<file path="config.mk">
export PLATFORM = sky130hd
export DESIGN_NAME = univ_reg_flat
export DESIGN_NICKNAME = d
export VERILOG_FILES = /design/src/rtl/univ_reg_if.sv /design/src/rtl/univ_reg.sv /design/src/flat_wrapper.sv
export SDC_FILE = /design/constraint.sdc
export NUM_CORES = 1
export LEC_CHECK = 0
export BUFFER_PORTS_ARGS = -buffer_cell sky130_fd_sc_hd__buf_2
export CAP_MARGIN = 40
export CORE_MARGIN = 2
export CORE_UTILIZATION = 25
export CTS_CLUSTER_SIZE = 30
export DETAILED_ROUTE_END_ITERATION = 10
export PLACE_DENSITY = 0.49
export SETUP_SLACK_MARGIN = 0.2
export SLEW_MARGIN = 20
export SYNTH_ARGS = -nofsm -noshare
export SYNTH_HDL_FRONTEND = slang
export SYNTH_SLANG_ARGS = --single-unit
</file>
<file path="constraint.sdc">
create_clock -name clk -period 3 [get_ports clk]
set_input_delay 0.6 -clock clk [delete_from_list [all_inputs] [get_ports clk]]
set_output_delay 0.6 -clock clk [all_outputs]
set_load 0.01 [all_outputs]
</file>
<file path="src/rtl/univ_reg_if.sv">
// Bus bundle for univ_reg: operation request signals in, register/status out.
interface univ_reg_if #(
    parameter int N  = 8,
    parameter int AW = $clog2(N) + 1
);
    logic          en;
    logic [2:0]    mode;
    logic [N-1:0]  d;
    logic          sin;
    logic          dir;
    logic [AW-1:0] amt;
    logic [N-1:0]  q;
    logic          sout;
    logic          busy;
    logic          done;

    modport master (
        output en, mode, d, sin, dir, amt,
        input  q, sout, busy, done
    );

    modport slave (
        input  en, mode, d, sin, dir, amt,
        output q, sout, busy, done
    );
endinterface

</file>
<file path="src/rtl/univ_reg.sv">
// Universal register: load, shift, rotate and clear, plus a multi-cycle burst-shift engine.
//
// state   | meaning
// S_IDLE  | single-cycle operations accepted when en=1
// S_BURST | shifting once per edge until the remaining count runs out
module univ_reg #(
    parameter int           N       = 8,
    parameter logic [N-1:0] RST_VAL = '0,
    parameter int           AW      = $clog2(N) + 1
) (
    input  logic        clk,
    input  logic        rst,
    univ_reg_if.slave   bus
);
    localparam logic [2:0] M_HOLD  = 3'b000;
    localparam logic [2:0] M_LOAD  = 3'b001;
    localparam logic [2:0] M_SHL   = 3'b010;
    localparam logic [2:0] M_SHR   = 3'b011;
    localparam logic [2:0] M_ROTL  = 3'b100;
    localparam logic [2:0] M_ROTR  = 3'b101;
    localparam logic [2:0] M_CLEAR = 3'b110;
    localparam logic [2:0] M_BURST = 3'b111;

    typedef enum logic {S_IDLE, S_BURST} state_t;

    state_t        state, state_n;
    logic [N-1:0]  q_r, q_n;
    logic          sout_r, sout_n;
    logic          done_r, done_n;
    logic [AW-1:0] rem, rem_n;
    logic          dir_l, dir_n;

    always_ff @(posedge clk or negedge rst) begin
        if (!rst) begin
            state  <= S_IDLE;
            q_r    <= RST_VAL;
            sout_r <= 1'b0;
            done_r <= 1'b0;
            rem    <= '0;
            dir_l  <= 1'b0;
        end else begin
            state  <= state_n;
            q_r    <= q_n;
            sout_r <= sout_n;
            done_r <= done_n;
            rem    <= rem_n;
            dir_l  <= dir_n;
        end
    end

    always_comb begin
        state_n = state;
        q_n     = q_r;
        sout_n  = sout_r;
        done_n  = 1'b0;
        rem_n   = rem;
        dir_n   = dir_l;
        case (state)
            S_IDLE: begin
                if (bus.en) begin
                    case (bus.mode)
                        M_HOLD: ;
                        M_LOAD: q_n = bus.d;
                        M_SHL: begin
                            q_n    = {q_r[N-2:0], bus.sin};
                            sout_n = q_r[N-1];
                        end
                        M_SHR: begin
                            q_n    = {bus.sin, q_r[N-1:1]};
                            sout_n = q_r[0];
                        end
                        M_ROTL: begin
                            q_n    = {q_r[N-2:0], q_r[N-1]};
                            sout_n = q_r[N-1];
                        end
                        M_ROTR: begin
                            q_n    = {q_r[0], q_r[N-1:1]};
                            sout_n = q_r[0];
                        end
                        M_CLEAR: begin
                            q_n    = '0;
                            sout_n = 1'b0;
                        end
                        M_BURST: begin
                            rem_n = bus.amt;
                            dir_n = bus.dir;
                            // A zero-length burst completes immediately without ever going busy
                            if (bus.amt != '0) state_n = S_BURST;
                            else               done_n  = 1'b1;
                        end
                        default: ;
                    endcase
                end
            end
            S_BURST: begin
                if (dir_l) begin
                    q_n    = {1'b0, q_r[N-1:1]};
                    sout_n = q_r[0];
                end else begin
                    q_n    = {q_r[N-2:0], 1'b0};
                    sout_n = q_r[N-1];
                end
                rem_n = rem - AW'(1);
                if (rem == AW'(1)) begin
                    state_n = S_IDLE;
                    done_n  = 1'b1;
                end
            end
            default: state_n = S_IDLE;
        endcase
    end

    assign bus.q    = q_r;
    assign bus.sout = sout_r;
    assign bus.busy = (state == S_BURST);
    assign bus.done = done_r;
endmodule

</file>
<file path="src/flat_wrapper.sv">
// flat-port wrapper written by rule: the top's interface ports become plain ports
module univ_reg_flat 
#(
    parameter int           N       = 8,
    parameter logic [N-1:0] RST_VAL = '0,
    parameter int           AW      = $clog2(N) + 1
)
  (clk, rst, bus_en, bus_mode, bus_d, bus_sin, bus_dir, bus_amt, bus_q, bus_sout, bus_busy, bus_done);
  univ_reg_if #(.N(N), .AW(AW)) bus_i ();
  input  logic clk;
  input  logic rst;
  input wire logic [$bits(bus_i.en)-1:0] bus_en;
  input wire logic [$bits(bus_i.mode)-1:0] bus_mode;
  input wire logic [$bits(bus_i.d)-1:0] bus_d;
  input wire logic [$bits(bus_i.sin)-1:0] bus_sin;
  input wire logic [$bits(bus_i.dir)-1:0] bus_dir;
  input wire logic [$bits(bus_i.amt)-1:0] bus_amt;
  output wire logic [$bits(bus_i.q)-1:0] bus_q;
  output wire logic [$bits(bus_i.sout)-1:0] bus_sout;
  output wire logic [$bits(bus_i.busy)-1:0] bus_busy;
  output wire logic [$bits(bus_i.done)-1:0] bus_done;
  assign bus_i.en = bus_en;
  assign bus_i.mode = bus_mode;
  assign bus_i.d = bus_d;
  assign bus_i.sin = bus_sin;
  assign bus_i.dir = bus_dir;
  assign bus_i.amt = bus_amt;
  assign bus_q = bus_i.q;
  assign bus_sout = bus_i.sout;
  assign bus_busy = bus_i.busy;
  assign bus_done = bus_i.done;
  univ_reg #(.N(N), .RST_VAL(RST_VAL), .AW(AW)) u_core (.clk(clk), .rst(rst), .bus(bus_i));
endmodule
</file>
; Yosys cells after proc, flatten, opt, wreduce, memory -nomap -nowiden
; Index checks and enable logic that the tools add are counted.
[totals]
regBits = 16
in_bits = 20
[classes]
addsub = 1
eq_ne = 12
muxes = 21
n_bitwise = 1
n_reduce_logical = 7
[ops]
columns = operator, n
row1 = $pmux W8 S6, 1
row2 = $mux W8, 2
row3 = $pmux W8 S2, 1
row4 = $eq A3 B3 Y1 const B, 4
row5 = $mux W1, 10
row6 = $mux W4, 2
row7 = $pmux W4 S2, 1
row8 = $ne A7 B7 Y1 const B, 1
row9 = $eq A3 B2 Y1 const B, 2
row10 = $pmux W1 S2, 3
row11 = $reduce_and A2 Y1, 3
row12 = $eq A4 B1 Y1 const B, 1
row13 = $ne A2 B2 Y1 const B, 2
row14 = $ne A4 B4 Y1 const B, 1
row15 = $reduce_bool A4 Y1, 1
row16 = $reduce_or A2 Y1, 2
row17 = $sub A4 B1 Y4 const B, 1
row18 = $eq A3 B1 Y1 const B, 1
row19 = $pmux W1 S3, 1
row20 = $reduce_and A3 Y1, 1
row21 = $not A1 Y1, 1

; Longest topological paths before layout
; Gate-level depths: netlist of the first run.
[logic_depth]
ltp_word = 5
depth_mapped = 6
ltp_nobuf = 5

; Least setup slack after synthesis of the first run
; Ideal clock, no wire load.
[synth_timing]
path_type = input to register
start = in bus_mode[1]
end = reg u_core.dir_l
setup_ps = 128
arrival_ps = 1551
required_ps = 2872
path_slack_ps = 1321
path_stages = 6
path_buffers = 2
cell_sequence = buf_4 -> and3_1 -> buf_2 -> nand2_1 -> nor2_1 -> mux2_1
[synth_via]
elab_chain_cells = 2
[synth_rtl]
columns = item, line
row1 = from (decl), flat_wrapper.sv:13  ; input wire logic [$bits(bus_i.mode)-1:0] bus_mode;
row2 = $eq A3 B3 Y1, univ_reg.sv:61  ; case (bus.mode)
row3 = $reduce_and A3 Y1 (no source line), --
row4 = to (signal assigned), univ_reg.sv:47  ; dir_l <= dir_n;
row5 = to (decl), univ_reg.sv:31  ; logic dir_l, dir_n;
; No other way between the ends.
; A chain may end at the register's enable or synchronous reset.

; Final worst setup path of the first run
[layout_timing]
start = in bus_mode[0]
end = reg u_core.q_r[3] (netlist: u_core.bus.q[3])
[layout_via]
elab_chain_cells = 4
word_cells_on_any_way = 11
cone_classes = eq/ne: 7 / mux: 3 / reduce/logical: 1
[layout_rtl]
columns = item, line
row1 = $eq A3 B3 Y1 (tied with other cells), univ_reg.sv:61
row2 = $pmux W8 S6, univ_reg.sv:61
row3 = $mux W8, univ_reg.sv:60  ; if (bus.en) begin
row4 = $pmux W8 S2, univ_reg.sv:58  ; case (state)
row5 = to (signal assigned), univ_reg.sv:43  ; q_r <= q_n;
row6 = to (decl), univ_reg.sv:27  ; logic [N-1:0] q_r, q_n;
; Parallel ways exist; a longest one is shown, timed or not. The select of a mux whose other input is x is not followed.

==> qor.yml, run 1 <==
status: "completed"
post_cts_buffers: 0
slew_headroom_pct: 60.23
initial_core_util_pct: 25.80
holdBufCountCts: 0
antenna_found_initial: 0
grt_max_degree: 19
seq_area_um2: 400.4
highest_layer: "met4"
pwr-share-comb_pct: 47.5
wl_um: 3186
reg2reg_depth: 4
layout.nets: 185
ys_ff_latch: 16
synth_edf_count: 0
final_cell_mix: "buf_2 (30), a21oi_1 (20), dfrtp_1 (16)"
grt_usage_pct: 13.03
clkPwrFrac_pct: 14.9
post_cts_resized: 0
synth_cells: 138
r2r_start: "u_core.bus.busy$_DFF_PN0_"
cts_tree: "yes"
synthArstFlopShare_pct: 100.0
syn_nets: 160
met1Wirelength_um: 1544
diodes: 0
die_height_um: 73.82
io_pins: 31
pwr-share-seq_pct: 37.7
layout_commonest_cell: "buf_2"
fin_crit_ns: 1.734
final_area_um2: 1459
worstMarginPinSlew_ns: 0.5965
syn_area_per_cell_um2: 8.831
route.met3.wl_um: 109
cts_root_buffer: "clkbuf_8"
hold_violations: 0
power_mw: 1.315
p_per_area_nw_per_um2: 901.6
vias: 1136
ant_nets: 0
wl_met2_um: 1493
cts_buffer_depth: 2
r2r_end: "u_core.bus.q[6]$_DFFE_PN0P_"
cts.sink_count: 16
start_kind: "input port"
cts_buffers: 3
vdd_drop_max_uv: 218.0
vias_per_cell: 4.961
dr.pass1.iters: 4
min_period_over_period_pct: 57.81
drt_iter0_drc: 74
htreeDepth: 1
rsz0062_at_grt: "no"
core_area_um2: 4723
n_fill_cell: 506
num_rows: 25
hp-class: "in -> async"
swShare_pct: 42.70
multiInputGateArea_um2: 739.5
overflow: 0
p_int_mw: 0.7537
path_class: "in -> reg"
p_sw_mw: 0.5617
hpwlAfterDp_um: 2330
layout-drive-gt1-share_pct: 30.25
clk_latency_ns: 0.25
grt_pass1_vias: 1137
synthesis.area_um2: 1219
area_growth_pct: 19.71
wire_per_inst_um: 13.91
setup_viol_count_final: 0
ys_seq_area_share_pct: 32.85
placed_cell_area_um2: 1404
skew_ns: 0.006051
clk_pin_slew_ns: 0.07
cp_max_fo: 15
p_leak_nw: 0.6281
synth_cell_types: 45
r2r_slack_ns: 1.32
yosys_most_used_dff: "dfrtp_1"
crit_path_end_kind: "flip-flop"
fmax_mhz: 576.6
gp_congestion: 0.8350
grt_pass1_wl_um: 5506
maxCapViolCount: 0
die_w_um: 73.82
die-area_um2: 5449
finalSetupTns_ns: 0
arrival_ns: 1.84
maxSlewViolCount: 0
drc_errors: 0
required_ns: 3.10
yosys_warnings: 0
io_buffers: 30
## worst max-delay path, stage by stage
cell and delay, ns:
buf_2 0.19, or3_1 0.39, a31o_1 0.42, nor2_2 0.18, a31oi_2 0.05
## final cells by class
type | count | share of cell area, %
sequential | 16 | 27.44
inverter | 4 | 1.029
multi-input combinational | 107 | 50.69
tap | 67 | 5.746
timing repair buffer | 31 | 11.32
clock buffer | 4 | 3.774
## layer usage
metal / global-route usage, % / vias to the layer above
li1: - / 562
met1: 17.86 / 541
met2: 21.03 / 29
met3: 1.783 / 4
met4: 4.242 / 0
met5: 0 / -
## kinds of logic after synthesis
logic type | after synthesis | share of synthesized area (%)
AO/OA/AOI/OAI | 53 | 29.67
adder cells (fa/ha/maj) | 2 | 2.053
buffers and inverters | 15 | 6.467
flip-flops | 16 | 32.85
multiplexers | 11 | 10.68
XOR/XNOR | 2 | 1.438
AND/OR/NAND/NOR | 39 | 16.84
## worst max path at each step
stage / startpoint / endpoint / slack (ns) / depth (start not counted)
finish: bus_mode[0] / u_core.bus.q[3]$_DFFE_PN0P_ / 1.27 / 5
global route: u_core.bus.busy$_DFF_PN0_ / u_core.bus.q[1]$_DFFE_PN0P_ / 1.11 / 4
global placement: bus_mode[0] / u_core.bus.q[4]$_DFFE_PN0P_ / 1.05 / 5
floorplan: bus_mode[1] / u_core.dir_l$_DFFE_PN0P_ / 1.32 / 6
detailed placement: bus_mode[0] / u_core.bus.q[3]$_DFFE_PN0P_ / 0.99 / 5
CTS: bus_mode[0] / u_core.bus.q[3]$_DFFE_PN0P_ / 1.27 / 5
## metrics by stage
| stage | util [%] | setup WS, ns | hold WS, ns | instances |
|---|---|---|---|---|
| floorplan | - | 1.321 | 0.3044 | 138 |
| global placement | 29.40 | 1.048 | 0.5055 | 224 |
| detailed placement | 29.72 | 0.9877 | 0.5077 | 225 |
| CTS | 30.89 | 1.268 | 0.2711 | 229 |
| global route | 30.89 | 1.115 | 0.2944 | 229 |
| finish | 30.89 | 1.266 | 0.2597 | 229 |
## sequential cells by signal, summed over array words and instances (netlist names)
register         count
u_core.rem           4
u_core.bus.busy      1
u_core.bus.done      1
u_core.dir_l         1
u_core.bus.sout      1
u_core.bus.q         8
## power by group through the flow
stage,clock network (mW),registers (mW),logic (mW)
final,0.196,0.495,0.624
after CTS,0.203,0.494,0.634
after floorplan,0,0.454,0.471
after global placement,0,0.526,0.569
after global routing,0.215,0.520,0.719
after detailed placement,0,0.497,0.633
## cell usage after synthesis (all sizes together) (2+ instances only)
cell    instances  area (um^2)
nand2b          4        25.02
nand3           3        20.02
nand2          11        41.29
nand3b          2        15.01
nor2           10        42.54
o21ai           9        45.04
ha              2        25.02
a31oi           6        50.04
buf             7        48.79
a211o           7        61.31
inv             4        15.01
mux2i           4        40.04
a21oi          21        108.9
a311oi          2        17.52
o221ai          2        23.77
dfrtp          16        400.4
mux2            6        67.56
clkbuf          4        15.01
and3            2        12.51
Note: power is estimated with default switching activity, not from simulation.
==> inputs of run 2 (changes only) <==
Settings changed: PLACE_DENSITY 0.49 to 0.5.
Clock period 3 ns to 1.5 ns, I/O delays scaled along.
==> run 2 against run 1 <==
Power up 110%. Flip-flop and latch count unchanged. Via count up 3.3%. Routed wire length up 4.6%. Design area up 8.0%. Combinational power up 130%. Core utilization up 2.5 points. Largest cell class unchanged. Largest power group unchanged. Final cell count up 4.8%.
==> qor.yml, run 2 (same netlist as run 1, synthesis figures left out) <==
final_area_um2: 1575  # +8.0%
placed_cell_area_um2: 1501  # +7.0%
cts_buffers: 3  # unchanged
required_ns: 1.20  # -1.90 ns
finalNonFillerCells: 240  # +4.8%
diodes: 0  # unchanged
start_kind: "flip-flop"
die-area_um2: 5449  # unchanged
layout_commonest_cell: "buf_2"
htreeDepth: 1  # unchanged
vias_per_cell: 4.888  # -1.5%
cp_max_fo: 9  # -6
area_growth_pct: 29.26
layout.nets: 196  # +5.9%
n_fill_cell: 530  # +4.7%
cts_buffer_depth: 2  # unchanged
fmax_mhz: 785.2
r2r_slack_ns: 0.24  # -1.08 ns
grt_use_met3_pct: 1.646  # -0.14 points
maxSlewViolCount: 0  # unchanged
fin_crit_ns: 1.274
min_period_over_period_pct: 84.91
final_core_util_pct: 33.35  # +2.5 points
grt_pass1_wl_um: 5264  # -4.4%
drt_iter0_drc: 42  # -43%
clk_latency_ns: 0.26  # about the same
gp_congestion: 0.7750  # -7.2%
wl_um: 3333  # +4.6%
io_buffers: 30  # unchanged
wire_per_inst_um: 13.89  # -0.18%
post-place-ws_ns: 0.04441  # -0.9433 ns
core_area_um2: 4723  # unchanged
largest_reg_flops: 8  # unchanged
die_w_um: 73.82  # unchanged
final_cell_mix: "buf_2 (30), a21oi_1 (20), dfrtp_1 (15)"
path_class: "reg -> out"
crit_chain: "buf_4 > buf_2"
p_per_area_nw_per_um2: 1755  # +95%
seq_area_um2: 401.6  # +0.31%
cts_root_buffer: "clkbuf_8"
arrival_ns: 0.97  # -0.87 ns
place_inst: 234  # +4.0%
maxCapViolCount: 0  # unchanged
slew_headroom_pct: 74.40  # +14 points
worstMarginPinSlew_ns: 0.3839  # -0.2126 ns
cts.sink_count: 16  # unchanged
cp_slowest_cell: "dfrtp_1"
fin_ws_ns: 0.2264  # -1.039 ns
skew_ns: 0.002510  # -0.003541 ns
finalSetupTns_ns: 0  # unchanged
num_rows: 25  # unchanged
cts_tree: "yes"
drc_errors: 0  # unchanged
antenna_found_initial: 0  # unchanged
layout-drive-gt1-share_pct: 35.84  # +5.6 points
hpwlAfterDp_um: 2381  # +2.2%
crit_path_end_kind: "primary output"
top_usage_layer: "met2"
dr.pass1.iters: 4  # unchanged
grt_pass1_vias: 1074  # -5.5%
grt_use_met1_pct: 17.77  # -0.093 points
p_leak_nw: 0.6925  # +10%
vdd_drop_max_uv: 468.8  # +120%
rsz0062_at_grt: "yes"
ant_nets: 0  # unchanged
clk_pin_slew_ns: 0.07  # about the same
grt_max_degree: 22  # +3
hp-class: "in -> reg"
slowest_delay_ns: 0.40  # -0.02 ns
hold_violations: 0  # unchanged
setup_viol_count_final: 0  # unchanged
die_height_um: 73.82  # unchanged
io_pins: 31  # unchanged
status: "completed"
multiInputGateArea_um2: 752.0  # +1.7%
vias: 1173  # +3.3%
initial_core_util_pct: 25.80  # unchanged
grt_usage_pct: 12.88  # -0.15 points
use_met2_pct: 20.14  # -0.89 points
overflow: 0  # unchanged
==> run 2: critical path: cells and delay by family (launching register included) <==
kind,cells,cell delay [ns]
flip-flops,1,0.40
buffers and inverters,2,0.32
==> run 2: path summary, 6_finish.rpt <==
kind	end	startpoint	cells after the start
min in group asynchronous	u_core.bus.done$_DFF_PN0_	rst	2
max	bus_busy	u_core.bus.busy$_DFF_PN0_	2
max in group asynchronous	u_core.dir_l$_DFFE_PN0P_	rst	2
min reg2reg	u_core.rem[0]$_DFFE_PN0P_	u_core.rem[0]$_DFFE_PN0P_	1
max reg2reg	u_core.bus.q[7]$_DFFE_PN0P_	u_core.bus.busy$_DFF_PN0_	4
min	u_core.bus.done$_DFF_PN0_	bus_amt[2]	2
==> run 2: metrics by stage <==
step                      power [mW]  hold WS [ns]
after CTS                      2.768        0.2344
after detailed placement       2.351        0.2440
after global routing           2.983        0.2410
final                          2.765        0.2461
after floorplan                1.859      0.004409
after global placement         2.351        0.2502
==> run 2: layer usage <==
metal / part of all wire (%) / vias up
met4: 2.0 / 0
met3: 3.8 / 5
met5: 0 / -
met2: 46 / 23
li1: - / 587
met1: 49 / 558
==> run 2: layout make-up <==
cell class                      count  share of cell area (%)
Multi-Input combinational cell    107                   47.74
Sequential cell                    16                   25.50
Timing Repair Buffer               42                   17.00
Tap cell                           67                   5.322
Clock buffer                        4                   3.495
Inverter                            4                  0.9531
==> run 2: power breakdown <==
part | switching, mW | total, mW | internal (mW) | leakage, nW
logic | 0.703 | 1.44 | 0.733 | 0.474
clock network | 0.171 | 0.404 | 0.234 | 0.0288
registers | 0.281 | 0.925 | 0.644 | 0.190
total | 1.15 | 2.76 | 1.61 | 0.692
==> run 2: repair_timing <==
item	4_1_cts	5_1_grt
hold endpoints to repair	16	0
resized for setup	0	2
setup buffers	0	1
endpoints found under the setup margin	0	7
hold buffers	1	0
==> inputs of run 3 (changes only) <==
Settings changed: PLACE_DENSITY 0.5 to 0.49.
Clock period 1.5 ns to 1.3 ns, I/O delays scaled along.
==> run 3 against run 2 <==
Die area unchanged. Flip-flop and latch count did not move. Highest routed layer unchanged. Largest cell class unchanged. Critical path type unchanged. Largest power group unchanged. Non-clock buffer count is 17 higher.
==> qor.yml, run 3 (same netlist as run 1, synthesis figures left out) <==
slew_headroom_pct: 73.54  # -0.87 points
cp_max_fo: 5  # -4
final_cell_mix: "buf_2 (24), a21oi_1 (20), buf_4 (19)"
min_period_over_period_pct: 93.34
grt_usage_pct: 13.74  # +0.86 points
cp_num_cells: 2  # unchanged
die_w_um: 73.82  # unchanged
critPathTopFamily: "flip-flops"
n_fill_cell: 474  # -11%
io_pins: 31  # unchanged
post-place-ws_ns: -0.1192  # -0.1636 ns
cts_root_buffer: "clkbuf_8"
cts_buffer_depth: 2  # unchanged
crit_path_end_kind: "primary output"
vdd_drop_max_uv: 850.7  # +81%
cts.sink_count: 16  # unchanged
fin_ws_ns: 0.08658  # -0.1398 ns
drt_iter0_drc: 98  # +130%
io_buffers: 30  # unchanged
grt_pass1_wl_um: 5809  # +10%
die_height_um: 73.82  # unchanged
rsz0062_at_grt: "yes"
htreeDepth: 1  # unchanged
crit_chain: "buf_6 > buf_2"
hpwlAfterDp_um: 2570  # +7.9%
finalNonFillerCells: 257  # +7.1%
diodes: 0  # unchanged
die-area_um2: 5449  # unchanged
path_buf_inv: 2  # unchanged
vias: 1224  # +4.3%
cp_slowest_cell: "dfrtp_2"
setup_viol_count_final: 0  # unchanged
path_class: "reg -> out"
grt_pass1_vias: 1224  # +14%
layout.nets: 213  # +8.7%
place_inst: 241  # +3.0%
fin_crit_ns: 1.213
area_growth_pct: 49.90
clk_pin_slew_ns: 0.06  # about the same
cts_buffers: 3  # unchanged
final_core_util_pct: 38.68  # +5.3 points
hp-class: "in -> reg"
layout-drive-gt1-share_pct: 48.95  # +13 points
wl_um: 3568  # +7.1%
p_leak_nw: 0.7971  # +15%
slowest_delay_ns: 0.44  # +0.04 ns
required_ns: 1.04  # -0.16 ns
start_kind: "flip-flop"
maxSlewViolCount: 0  # unchanged
vias_per_cell: 4.763  # -2.6%
dr.pass1.iters: 4  # unchanged
antenna_found_initial: 0  # unchanged
overflow: 0  # unchanged
arrival_ns: 0.95  # -0.02 ns
hold_violations: 0  # unchanged
min_path_cells: 2  # unchanged
ant_nets: 0  # unchanged
fmax_mhz: 824.1
core_area_um2: 4723  # unchanged
num_rows: 25  # unchanged
layout_commonest_cell: "buf_2"
p_per_area_nw_per_um2: 2064  # +18%
grt_max_degree: 17  # -23%
gp_congestion: 0.7646  # -1.3%
worstMarginPinSlew_ns: 0.3970  # +0.01302 ns
clk_latency_ns: 0.25  # about the same
drc_errors: 0  # unchanged
skew_ns: 0.01045  # +0.007941 ns
reg2reg_depth: 4  # unchanged
finalHoldWorstSlack_ns: 0.2195  # -0.02658 ns
wire_per_inst_um: 13.88  # about the same
cts_tree: "yes"
status: "completed"
largest_reg_flops: 8  # unchanged
initial_core_util_pct: 25.80  # unchanged
maxCapViolCount: 0  # unchanged
==> run 3: cell count changes in the layout (fill, tap and decap cells not counted), sizes merged <==
cell | before | now
buf | 41 | 58
==> run 3: worst paths after layout <==
check / startpoint / end / slack, ns
max in group asynchronous: rst / u_core.bus.q[7]$_DFFE_PN0P_ / 0.52
min reg2reg: u_core.rem[0]$_DFFE_PN0P_ / u_core.rem[0]$_DFFE_PN0P_ / 0.54
min: bus_amt[2] / u_core.bus.done$_DFF_PN0_ / 0.22
min in group asynchronous: rst / u_core.bus.sout$_DFFE_PN0P_ / 0.45
max reg2reg: u_core.bus.q[6]$_DFFE_PN0P_ / u_core.bus.q[7]$_DFFE_PN0P_ / 0.09
max: u_core.bus.busy$_DFF_PN0_ / bus_busy / 0.09
==> run 3: power breakdown <==
part	internal (mW)	switching [mW]	leakage, nW
registers	0.766	0.329	0.182
clock network	0.217	0.184	0.0228
logic	1.32	0.958	0.592
total	2.30	1.47	0.797
==> run 3: area by class of cell <==
cell class	count	area, um^2	share of cell area (%)
multi-input combinational	107	795.8	43.56
timing repair buffer	59	476.7	26.10
sequential	16	410.4	22.47
inverter	4	15.01	0.8219
clock buffer	4	45.04	2.466
tap	67	83.83	4.589
==> run 3: worst reg2reg max path: stages, from the launching register on <==
cell and delay, ns:
dfrtp_2 0.39, nor2b_1 0.05, a211o_1 0.26, a221o_1 0.34, o211ai_2 0.07
==> run 3: layer usage <==
| metal | GRT usage, % | wire (um) | share of wire [%] | vias up |
|---|---|---|---|---|
| met5 | 0 | 0 | 0 | - |
| met4 | 2.828 | 15 | 0.42 | 0 |
| met3 | 3.704 | 200 | 5.6 | 2 |
| met2 | 24.01 | 1823 | 51 | 30 |
| met1 | 16.86 | 1529 | 43 | 575 |
| li1 | - | - | - | 617 |
==> run 3: timing repair <==
item,CTS,global route
hold buffers,1,0
cloned,0,0
setup endpoints to repair,21,23
hold endpoints to repair,16,0
setup buffers,7,4
gates resized for setup,9,14
pin swaps,6,4
==> run 3: metrics by stage <==
stage	cell area, um^2	TNS [ns]	power (mW)
after floorplan	1285	0	2.252
after global placement	1603	-0.8309	2.852
after detailed placement	1603	-0.8836	2.898
after CTS	1747	0	3.584
after global routing	1827	0	4.099
final	1827	0	3.771
